**config.mk**
```make
export PLATFORM = sky130hd
export DESIGN_NAME = game_sequencer
export DESIGN_NICKNAME = d
export VERILOG_FILES = /design/src/rtl/game_sequencer.sv
export SDC_FILE = /design/constraint.sdc
export NUM_CORES = 1
export LEC_CHECK = 0
export CAP_MARGIN = 15
export CORE_MARGIN = 3
export CORE_UTILIZATION = 52
export CTS_CLUSTER_SIZE = 20
export DETAILED_ROUTE_END_ITERATION = 8
export GPL_ROUTABILITY_DRIVEN = 0
export PLACE_DENSITY = 0.77
export SETUP_SLACK_MARGIN = 0.2
export SLEW_MARGIN = 20
export SYNTH_ARGS = -nofsm -noshare
export SYNTH_HDL_FRONTEND = slang
export SYNTH_SLANG_ARGS = --single-unit
```
**constraint.sdc**
```tcl
create_clock -name i_clk -period 2.4 [get_ports i_clk]
set_clock_uncertainty 0.15 [all_clocks]
set_input_delay 0.48 -clock i_clk [delete_from_list [all_inputs] [get_ports i_clk]]
set_output_delay 0.48 -clock i_clk [all_outputs]
set_load 0.05 [all_outputs]
```
**src/rtl/game_sequencer.sv**
```systemverilog
// -----------------------------------------------------------------------------
// game_sequencer
//
// Turn scheduler for the tic-tac-toe design. Owns the 18-bit game board,
// alternates moves between the UART user front end (user plays O) and the
// computer move generator (FPGA plays X), validates every move, detects a win
// or a draw, strobes the result to the user front end, waits for the result
// print to finish, then clears the board and starts the next game.
//
// Board encoding: square 1 = bits[17:16] ... square 9 = bits[1:0].
// Square values: 00 empty, 01 O (user), 10 X (FPGA).
//
// Parameters
//   USER_FIRST       first game starts with the user (1) or the FPGA (0)
//   ALTERNATE_FIRST  when 1 the first mover toggles after every finished game
//   AI_TIMEOUT       clocks to wait for an AI move before the fallback move
//
// Ports
//   i_clk            global clock
//   i_rst_n          asynchronous active-low reset
//   o_board          current board (registered)
//   o_needinput      level: user move requested
//   i_user_busy      user front end busy printing or receiving
//   i_user_move      user square, valid with i_user_move_stb
//   i_user_move_stb  one-cycle user move strobe
//   o_ai_req         one-cycle request for an FPGA move on current o_board
//   i_ai_move        AI square, valid with i_ai_move_stb
//   i_ai_move_stb    one-cycle AI move strobe
//   o_result         1 = X (FPGA) wins, 2 = O (user) wins, 0 = none
//   o_isdraw         game drawn
//   o_result_stb     one-cycle strobe; o_result/o_isdraw valid
//   o_user_turn      1 while the user is on move
// -----------------------------------------------------------------------------
module game_sequencer #(
  parameter bit          USER_FIRST      = 1'b1,
  parameter bit          ALTERNATE_FIRST = 1'b1,
  parameter logic [23:0] AI_TIMEOUT      = 24'd1000000
) (
  input  logic        i_clk,
  input  logic        i_rst_n,
  output logic [17:0] o_board,
  output logic        o_needinput,
  input  logic        i_user_busy,
  input  logic [3:0]  i_user_move,
  input  logic        i_user_move_stb,
  output logic        o_ai_req,
  input  logic [3:0]  i_ai_move,
  input  logic        i_ai_move_stb,
  output logic [1:0]  o_result,
  output logic        o_isdraw,
  output logic        o_result_stb,
  output logic        o_user_turn
);

  typedef enum logic [3:0] {
    S_START,
    S_USER,
    S_USER_CHK,
    S_AI_REQ,
    S_AI_WAIT,
    S_EVAL,
    S_RES_HI,
    S_RES_LO,
    S_CLEAR
  } state_t;

  localparam logic [1:0] SQ_EMPTY = 2'b00;
  localparam logic [1:0] SQ_O     = 2'b01;
  localparam logic [1:0] SQ_X     = 2'b10;

  localparam logic [1:0] RES_NONE = 2'd0;
  localparam logic [1:0] RES_X    = 2'd1;
  localparam logic [1:0] RES_O    = 2'd2;

  // ---------------------------------------------------------------------------
  // Board helpers. Squares are numbered 1..9; anything else reads as "not a
  // square" so out-of-range moves can never alias onto a real square.
  // ---------------------------------------------------------------------------
  function automatic logic [1:0] sq_get(input logic [17:0] b, input logic [3:0] sq);
    logic [1:0] v;
    v = SQ_EMPTY;
    for (int i = 1; i <= 9; i++) begin
      if (sq == 4'(i)) v = b[2*(9-i) +: 2];
    end
    return v;
  endfunction

  function automatic logic [17:0] sq_set(input logic [17:0] b, input logic [3:0] sq,
                                         input logic [1:0] mark);
    logic [17:0] r;
    r = b;
    for (int i = 1; i <= 9; i++) begin
      if (sq == 4'(i)) r[2*(9-i) +: 2] = mark;
    end
    return r;
  endfunction

  function automatic logic sq_ok(input logic [17:0] b, input logic [3:0] sq);
    return (sq >= 4'd1) && (sq <= 4'd9) && (sq_get(b, sq) == SQ_EMPTY);
  endfunction

  // Lowest-numbered empty square; 0 when the board is full. Scanning from
  // square 9 down lets the last hit be the lowest index.
  function automatic logic [3:0] lowest_empty(input logic [17:0] b);
    logic [3:0] r;
    r = 4'd0;
    for (int i = 9; i >= 1; i--) begin
      if (b[2*(9-i) +: 2] == SQ_EMPTY) r = 4'(i);
    end
    return r;
  endfunction

  function automatic logic line3(input logic [17:0] b, input logic [3:0] a,
                                 input logic [3:0] c, input logic [3:0] d,
                                 input logic [1:0] mark);
    return (sq_get(b, a) == mark) && (sq_get(b, c) == mark) && (sq_get(b, d) == mark);
  endfunction

  function automatic logic has_win(input logic [17:0] b, input logic [1:0] mark);
    return line3(b, 4'd1, 4'd2, 4'd3, mark) ||   // rows
           line3(b, 4'd4, 4'd5, 4'd6, mark) ||
           line3(b, 4'd7, 4'd8, 4'd9, mark) ||
           line3(b, 4'd1, 4'd4, 4'd7, mark) ||   // columns
           line3(b, 4'd2, 4'd5, 4'd8, mark) ||
           line3(b, 4'd3, 4'd6, 4'd9, mark) ||
           line3(b, 4'd1, 4'd5, 4'd9, mark) ||   // diagonals
           line3(b, 4'd3, 4'd5, 4'd7, mark);
  endfunction

  // ---------------------------------------------------------------------------
  // State and registered outputs
  // ---------------------------------------------------------------------------
  state_t      state, state_nxt;
  logic [17:0] board_nxt;
  logic        needinput_nxt;
  logic        ai_req_nxt;
  logic [1:0]  result_nxt;
  logic        isdraw_nxt;
  logic        result_stb_nxt;
  logic        user_turn_nxt;
  logic        first_user, first_user_nxt;   // who opened the current game
  logic [3:0]  user_move_q, user_move_nxt;
  logic [23:0] ai_cnt, ai_cnt_nxt;

  logic        x_win;
  logic        o_win;
  logic        board_full;
  logic [3:0]  fallback_sq;

  assign x_win       = has_win(o_board, SQ_X);
  assign o_win       = has_win(o_board, SQ_O);
  assign fallback_sq = lowest_empty(o_board);
  assign board_full  = (fallback_sq == 4'd0);

  // NOTE: sequential state uses non-blocking assignments only, so every
  // register samples the values from before the edge regardless of order.
  always_ff @(posedge i_clk or negedge i_rst_n) begin
    if (!i_rst_n) begin
      state        <= S_START;
      o_board      <= '0;
      o_needinput  <= 1'b0;
      o_ai_req     <= 1'b0;
      o_result     <= RES_NONE;
      o_isdraw     <= 1'b0;
      o_result_stb <= 1'b0;
      o_user_turn  <= USER_FIRST;
      first_user   <= USER_FIRST;
      user_move_q  <= '0;
      ai_cnt       <= '0;
    end else begin
      state        <= state_nxt;
      o_board      <= board_nxt;
      o_needinput  <= needinput_nxt;
      o_ai_req     <= ai_req_nxt;
      o_result     <= result_nxt;
      o_isdraw     <= isdraw_nxt;
      o_result_stb <= result_stb_nxt;
      o_user_turn  <= user_turn_nxt;
      first_user   <= first_user_nxt;
      user_move_q  <= user_move_nxt;
      ai_cnt       <= ai_cnt_nxt;
    end
  end

  always_comb begin
    // NOTE: every signal driven here gets a default first; a path that left
    // one unassigned would infer a latch.
    state_nxt      = state;
    board_nxt      = o_board;
    result_nxt     = o_result;
    isdraw_nxt     = o_isdraw;
    result_stb_nxt = 1'b0;
    user_turn_nxt  = o_user_turn;
    first_user_nxt = first_user;
    user_move_nxt  = user_move_q;
    ai_cnt_nxt     = ai_cnt;

    unique case (state)
      // Hold off until the front end has finished printing instructions.
      S_START: begin
        if (!i_user_busy) state_nxt = o_user_turn ? S_USER : S_AI_REQ;
      end

      S_USER: begin
        if (i_user_move_stb) begin
          user_move_nxt = i_user_move;
          state_nxt     = S_USER_CHK;
        end
      end

      // An illegal move leaves the board alone; the front end is likely busy
      // printing a complaint, so re-prompt only once it goes idle.
      S_USER_CHK: begin
        if (sq_ok(o_board, user_move_q)) begin
          board_nxt = sq_set(o_board, user_move_q, SQ_O);
          state_nxt = S_EVAL;
        end else if (!i_user_busy) begin
          state_nxt = S_USER;
        end
      end

      S_AI_REQ: begin
        ai_cnt_nxt = '0;
        state_nxt  = S_AI_WAIT;
      end

      // A bad AI square and a silent AI both fall back to the lowest empty
      // square. The board can never be full here: a full board ends the game
      // in S_EVAL before the AI is asked.
      S_AI_WAIT: begin
        if (i_ai_move_stb) begin
          if (sq_ok(o_board, i_ai_move)) board_nxt = sq_set(o_board, i_ai_move, SQ_X);
          else                           board_nxt = sq_set(o_board, fallback_sq, SQ_X);
          state_nxt = S_EVAL;
        end else if (ai_cnt == AI_TIMEOUT - 24'd1) begin
          board_nxt = sq_set(o_board, fallback_sq, SQ_X);
          state_nxt = S_EVAL;
        end else begin
          ai_cnt_nxt = ai_cnt + 24'd1;
        end
      end

      // Wins are checked before fullness so a ninth-move win is never a draw.
      S_EVAL: begin
        if (x_win) begin
          result_nxt     = RES_X;
          result_stb_nxt = 1'b1;
          state_nxt      = S_RES_HI;
        end else if (o_win) begin
          result_nxt     = RES_O;
          result_stb_nxt = 1'b1;
          state_nxt      = S_RES_HI;
        end else if (board_full) begin
          isdraw_nxt     = 1'b1;
          result_stb_nxt = 1'b1;
          state_nxt      = S_RES_HI;
        end else begin
          user_turn_nxt = !o_user_turn;
          state_nxt     = o_user_turn ? S_AI_REQ : S_USER;
        end
      end

      // Result print handshake: busy rises, then falls.
      S_RES_HI: begin
        if (i_user_busy) state_nxt = S_RES_LO;
      end

      S_RES_LO: begin
        if (!i_user_busy) state_nxt = S_CLEAR;
      end

      S_CLEAR: begin
        board_nxt  = '0;
        result_nxt = RES_NONE;
        isdraw_nxt = 1'b0;
        if (ALTERNATE_FIRST) begin
          user_turn_nxt  = !first_user;
          first_user_nxt = !first_user;
        end else begin
          user_turn_nxt  = USER_FIRST;
          first_user_nxt = USER_FIRST;
        end
        state_nxt = S_START;
      end

      default: state_nxt = S_START;
    endcase

    // Level/pulse outputs follow the state being entered, so they are
    // registered yet line up exactly with residency in that state.
    needinput_nxt = (state_nxt == S_USER);
    ai_req_nxt    = (state_nxt == S_AI_REQ);
  end

endmodule

```
==> results.md, run 1 <==
- Via count: 4716
- Final nets: 613
- Max Fclk: 0.384 GHz
- # placed instances: ~650
- Flop2flop setup slack: -0.20 ns
- #FFs+latches synth: 58
- Final count of pins violating max slew: 0
- Final worst-path setup slack: -0.203 ns
- Power Density: 1220 nW/um^2
- CP Max Fanout: 2
- Die ar.: 8510 um^2
- Tot GR Track Use: 33.1%
- Final Instance Count excl. Fillers: 700
- WL/cell: around 22 um
- Clock root cell: clkbuf_8
- Largest net degree at the start of global routing: 41
- Pint: 0.00381 W
- Hold Worst Slack: 0.345 ns
- Most frequent cells in the layout: buf_4, nor2_1, nand2_1
- Hold_sp: first_user
- Period Utilization, post-route: 108%
- DRT Wirelength: about 16000 um
- CTS Buf Count: 9
- Antenna Nets Post-Route: 0
- CP cell instances: or2_1, o221a_1, a221oi_4, o41ai_4, a221oi_2, buf_4, mux2_4, a31o_1
- Layout area overhead: 53.8%
- Fin. Hold Viols: 0
- Synthesized Nets: ~460
- FF/Latch Area: 1480 um^2
- Violated checks: negative setup slack
- Synth top area share: 36.2%
- Final TNS setup: -1.84 ns
- Seq pwr share: 20.2%
- Detailed placement HPWL: 8910 um
- Req. time, crit path: 2.47 ns
- Status: finished with violations
- DRC: 0
- VDD IR max: 0.672 mV
- Layout cell share with drive strength beyond 1: about two fifths
- Clock Tree Buf Depth: 2
- H-tree depth: 3
- Hold Crit Class: register to register
- Comb pwr share: 65.7%
- Critical path endpoint category: register
- IO buf count: 37
- Synth area leader: dfrtp_1
- Max_slew headroom: 64.0%
- Synth unique cells: 69
- Post-synthesis sequential area ratio: 37.6%
- Synth Flop Type: dfrtp_1
- Die extent in x: between 90 and 100 um
- RSZ-0062 raised after global routing: true
- Die Ht: 92.2 um
- Setup violators final: 20
- Final Critical Period: ~2.6 ns
- Most common cell after layout, fill and taps aside: buf_4
- Crit path arrival time: 2.68 ns
- Worst hold endpoint: first_user
- # rows: 30
- Multi-input gate area: 2740 um^2
- CP max stage delay: 0.41 ns
- CTS tree: done
- Max-Cap Viols: 0
- Crit path max-delay cell type: dfrtp_2
- Insertion delay to the later sink of the worst-skew pair: 0.34 ns
- Core region area: between 6000 and 7000 um^2
- Mapped Cells: 448
- Post-layout util: a little under nine tenths
- # fillers: just under 400
- RR Startpoint: o_board[9]
- Initial Util: 55.4%
- Drt first pass iters: 5
- Total power: 0.00727 W
- Leak Pwr: 2.52 nW
- Psw: 0.00345 W
- Number of enable flip-flop cells after synthesis: 0
- Clock slew at reported path FFs: 0.08 ns
- Drt first-iter violations: 603
- Synth area leaders: dfrtp_1, nor2_1, nor4bb_1
- Worst slew pin tran: 0.536 ns
- Clock share of power: about 14%
- Yosys Warn Count: 0
- Reg2reg path depth: 8
- Diode count: 0
- Worst r2r dst: o_board[2]
- CP startpoint kind: register
- Antenna violations before repair: 0
- Hold path cells: 1
- Sw frac: 47.5%
- Total congestion overflow: 0
- Vias per cell: 6.74
- IO Count: 38
- Critical path class: register to register
- Mapped Area: 3870 um^2
- Async set-or-reset flop fraction in the synthesized netlist: 100%
- Vias in the first global route: 4551
- Sink Count: between 50 and 60
- First-pass GRT wire length: around 22000 um
- Syn_area_per_cell: 8.63 um^2
[worst max-delay path by stage]
stage	from	to	slack, ns
detailed placement	i_ai_move[2]	o_board[2]	-0.50
finish	o_board[9]	o_board[2]	-0.20
CTS	o_board[9]	o_board[2]	-0.18
global route	o_board[9]	o_board[2]	-0.29
floorplan	o_board[9]	o_board[2]	-0.29
global placement	i_ai_move[2]	o_board[2]	-0.39
[layer usage]
layer,GRT usage [%],wire length [um]
met1,39.0,5580
met2,55.8,7630
met3,7.30,1430
met4,18.3,1090
met5,0,0
[power by group through the flow]
stage | clock [W] | combinational (W) | sequential [W]
global placement | 0 | 0.00357 | 0.00144
floorplan | 0 | 0.00172 | 0.00194
global route | 0.00107 | 0.00496 | 0.00148
finish | 0.00103 | 0.00478 | 0.00147
detailed placement | 0 | 0.00365 | 0.00145
CTS | 0.00101 | 0.00423 | 0.00144
[area by class of cell]
type,instances,area share (%)
clock buffer,9,2.08
clock inverter,7,1.58
inverter,12,0.757
multi-input combinational,358,46.0
sequential,58,24.9
tap,96,2.02
timing repair buffer,160,22.7
[cell families after synthesis]
logic type | after synthesis | synth area share (%)
AND/OR/NAND/NOR | 212 | 29.3
AO/OA/AOI/OAI | 118 | 22.8
flip-flops | 58 | 37.6
buffers and inverters | 32 | 3.43
XOR/XNOR | 19 | 4.30
multiplexers | 8 | 2.23
adder cells (fa/ha/maj) | 1 | 0.324
[cells in the mapped netlist, drive strengths merged (3+ instances only)]
master and count:
a21boi 3, o211ai 3, xnor2 4, a21oi 25, or2 3, xor2 15, o311ai 5, mux2 5
nor2 66, o22ai 3, or4 3, clkbuf 14, or3 9, a311oi 3, a221oi 7, nand3 13
buf 6, mux2i 3, nand2 38, nor2b 8, nand4 8, a21o 4, and3 12, a211oi 6
nor4b 5, o31ai 3, o22a 3, o21ai 26, nor3 9, nor4bb 16, nand2b 7, inv 12
nor4 8, dfrtp 56, a31oi 4
[per-stage QoR]
stage                     cell area [um^2]  setup slack [ns]
after floorplan                       3980            -0.289
after global placement                5030            -0.390
after detailed placement              5030            -0.504
after CTS                             5660            -0.181
after global routing                  5950            -0.289
final                                 5950            -0.203
[sequential cells by signal, summed over array words and instances (netlist names)]
| register | flops |
|---|---|
| o_board | 18 |
| o_needinput | 1 |
| ai_cnt | 24 |
| first_user | 1 |
| o_user_turn | 1 |
| o_ai_req | 1 |
| user_move_q | 4 |
| o_result | 2 |
| o_result_stb | 1 |
| o_isdraw | 1 |
| state | 4 |
[worst max-delay path, delay by kind of cell (launching register included)]
family          cells  cell delay (ns)
buf+inv             1             0.17
simple gates        1             0.25
flops               1             0.41
compound gates      5             1.23
mux                 1             0.30
[what timing repair did]
action | in CTS | in global routing
gates resized for setup | 88 | 45
endpoints found under the setup margin | 51 | 42
pin swaps | 34 | 19
hold buffers | 1 | 0
endpoints found under the hold margin | 16 | 0
buffers inserted | 20 | 12
Note: power is estimated with default switching activity, not from simulation.
==> inputs of run 2 (changes only) <==
- ABC_CLOCK_PERIOD_IN_PS: default -> 2400
- GPL_TIMING_DRIVEN: default -> 1
- RECOVER_POWER: default -> 25
==> run 2 against run 1 <==
Effect of this change: the run still ends with negative setup slack left; maximum frequency down 0.48%; sequential power is essentially flat; combinational power about the same; clock-buffer cell count is the same; die area is the same; worst hold slack better by 0.0051 ns; critical path depth unchanged; power barely moved; highest routed layer unchanged.
==> results.md, run 2 (same netlist as run 1, synthesis figures left out) <==
- Status: finished with violations
- Violated checks: negative setup slack
- DRC: 0 (unchanged)
- Largest net degree at the start of global routing: 41 (unchanged)
- IO Count: 38 (unchanged)
- Setup violators final: 20 (unchanged)
- Total congestion overflow: 0 (unchanged)
- DRT Wirelength: 15700 um (-0.20%)
- Final Instance Area: 5930 um^2 (-0.25%)
- Max FFs per register: 24 (unchanged)
- # placed instances: 651 (unchanged)
- First-pass GRT wire length: 22500 um (unchanged)
- Max-Cap Viols: 0 (unchanged)
- Via count: 4725 (+0.19%)
- Reg with most FFs: ai_cnt
- Diode count: 0 (unchanged)
- Detailed placement HPWL: 8910 um (unchanged)
- Final worst-path setup slack: -0.216 ns (-0.0125 ns)
- Worst slew pin tran: 1.06 ns (+0.526 ns)
- Crit path arrival time: 2.70 ns (+0.02 ns)
- Most frequent cells in the layout: buf_4, nor2_1, nand2_1, dfrtp_1, dlygate4sd2_1
- Final count of pins violating max slew: 0 (unchanged)
- Critical path class: register to register
- Antenna violations before repair: 0 (unchanged)
- Most common cell after layout, fill and taps aside: buf_4
- CP max stage delay: 0.41 ns (about the same)
- Layout area overhead: 53.4%
- Max_slew headroom: 29.2% (-35 points)
- Req. time, crit path: 2.48 ns (about the same)
- CP startpoint kind: register
- Tot GR Track Use: 33.1% (unchanged)
- VDD IR max: 0.673 mV (+0.13%)
- Vias in the first global route: 4551 (unchanged)
- Clock Tree Buf Depth: 2 (unchanged)
- Final nets: 613 (unchanged)
- Sink Count: 58 (unchanged)
- CP Max Fanout: 2 (unchanged)
- IO buf count: 37 (unchanged)
- CP Launch Point: o_board[9]
- Die Ht: 92.2 um (unchanged)
- Placed cell area: 5030 um^2 (unchanged)
- Period Utilization, post-route: 109% (+0.52 points)
- Worst path bufs/invs: 1 (unchanged)
- Hold_sp: first_user
- Leak Pwr: 2.51 nW (-0.23%)
- DP Worst Slack: -0.504 ns (unchanged)
- Hold Crit Class: register to register
- CP cell instances: or2_1, o221a_1, a221oi_4, o41ai_4, a221oi_2, buf_4, mux2_4, a31o_1
- Insertion delay to the later sink of the worst-skew pair: 0.35 ns (about the same)
- Initial Util: 55.4% (unchanged)
- WL/cell: 22.4 um (-0.20%)
- Power Density: 1220 nW/um^2 (+0.18%)
- Crit-path leading delay family: compound AO/OA/AOI/OAI gates
- Largest regs: ai_cnt: 24 flops, o_board: 18 flops
- Clock slew at reported path FFs: 0.08 ns (about the same)
- Fin. Hold Viols: 0 (unchanged)
- Die extent in x: 92.2 um (unchanged)
- CTS Buf Count: 9 (unchanged)
- Drt first-iter violations: 537 (-11%)
- Final Critical Period: 2.62 ns (+0.0125 ns)
- Antenna Nets Post-Route: 0 (unchanged)
- Vias per cell: 6.75 (+0.19%)
- H-tree depth: 3 (unchanged)
- CTS tree: done
- Critical path endpoint category: register
- Max Fclk: 0.382 GHz (-0.48%)
- Drt first pass iters: 8 (+3)
- Final Instance Count excl. Fillers: 700 (unchanged)
- Core region area: 6980 um^2 (unchanged)
- RR Startpoint: o_board[9]
- # rows: 30 (unchanged)
- Total power: 0.00726 W (about the same)
- Die ar.: 8510 um^2 (unchanged)
- RSZ-0062 raised after global routing: true
- Hold Worst Slack: 0.350 ns (+0.00506 ns)
- Crit path max-delay cell type: dfrtp_2
- Layout cell share with drive strength beyond 1: 41.1% (-0.33 points)
- Clock root cell: clkbuf_8
run 2: metrics by stage:
| step | utilization, % | TNS [ns] |
|---|---|---|
| 2_1_floorplan | - | -0.962 |
| 5_1_grt | 85.0 | -6.76 |
| 3_3_place_gp | 72.1 | -5.26 |
| 3_5_place_dp | 72.1 | -7.22 |
| 6_report | 85.0 | -2.02 |
| 4_1_cts | 81.0 | -0.947 |
run 2: layout make-up:
type	instances	area, um^2
Clock inverter	7	93.8
Sequential cell	58	1480
Tap cell	96	120
Timing Repair Buffer	160	1330
Inverter	12	45.0
Multi-Input combinational cell	358	2740
Fill cell	391	1050
Clock buffer	9	124
run 2: path summary, 6_finish.rpt:
path | end | slack (ns) | cells past startpoint
max in group asynchronous | o_board[3] | 0.12 | 3
hold reg to reg | first_user | 0.35 | 1
min in group asynchronous | user_move_q[1] | 0.68 | 2
hold / removal | first_user | 0.35 | 1
setup / recovery | o_board[2] | -0.22 | 8
setup reg to reg | o_board[2] | -0.22 | 8
run 2: metal layers:
layer / vias up / share of wire [%] / track usage [%]
li1: 1971 / - / -
met1: 2245 / 36 / 39.0
met2: 384 / 48 / 55.8
met3: 125 / 9.2 / 7.30
met4: 0 / 6.8 / 18.3
met5: - / 0 / 0
run 2: what timing repair did:
item,4_1_cts,5_1_grt
gates resized for setup,88,45
hold endpoints to repair,16,0
setup buffers,20,12
hold buffers,1,0
endpoints found under the setup margin,51,42
pin swaps,34,19
run 2: power by group:
part	switching [W]	internal (W)	total [W]
Clock	0.000447	0.000582	0.00103
Combinational	0.00278	0.00199	0.00477
Sequential	0.000225	0.00124	0.00146
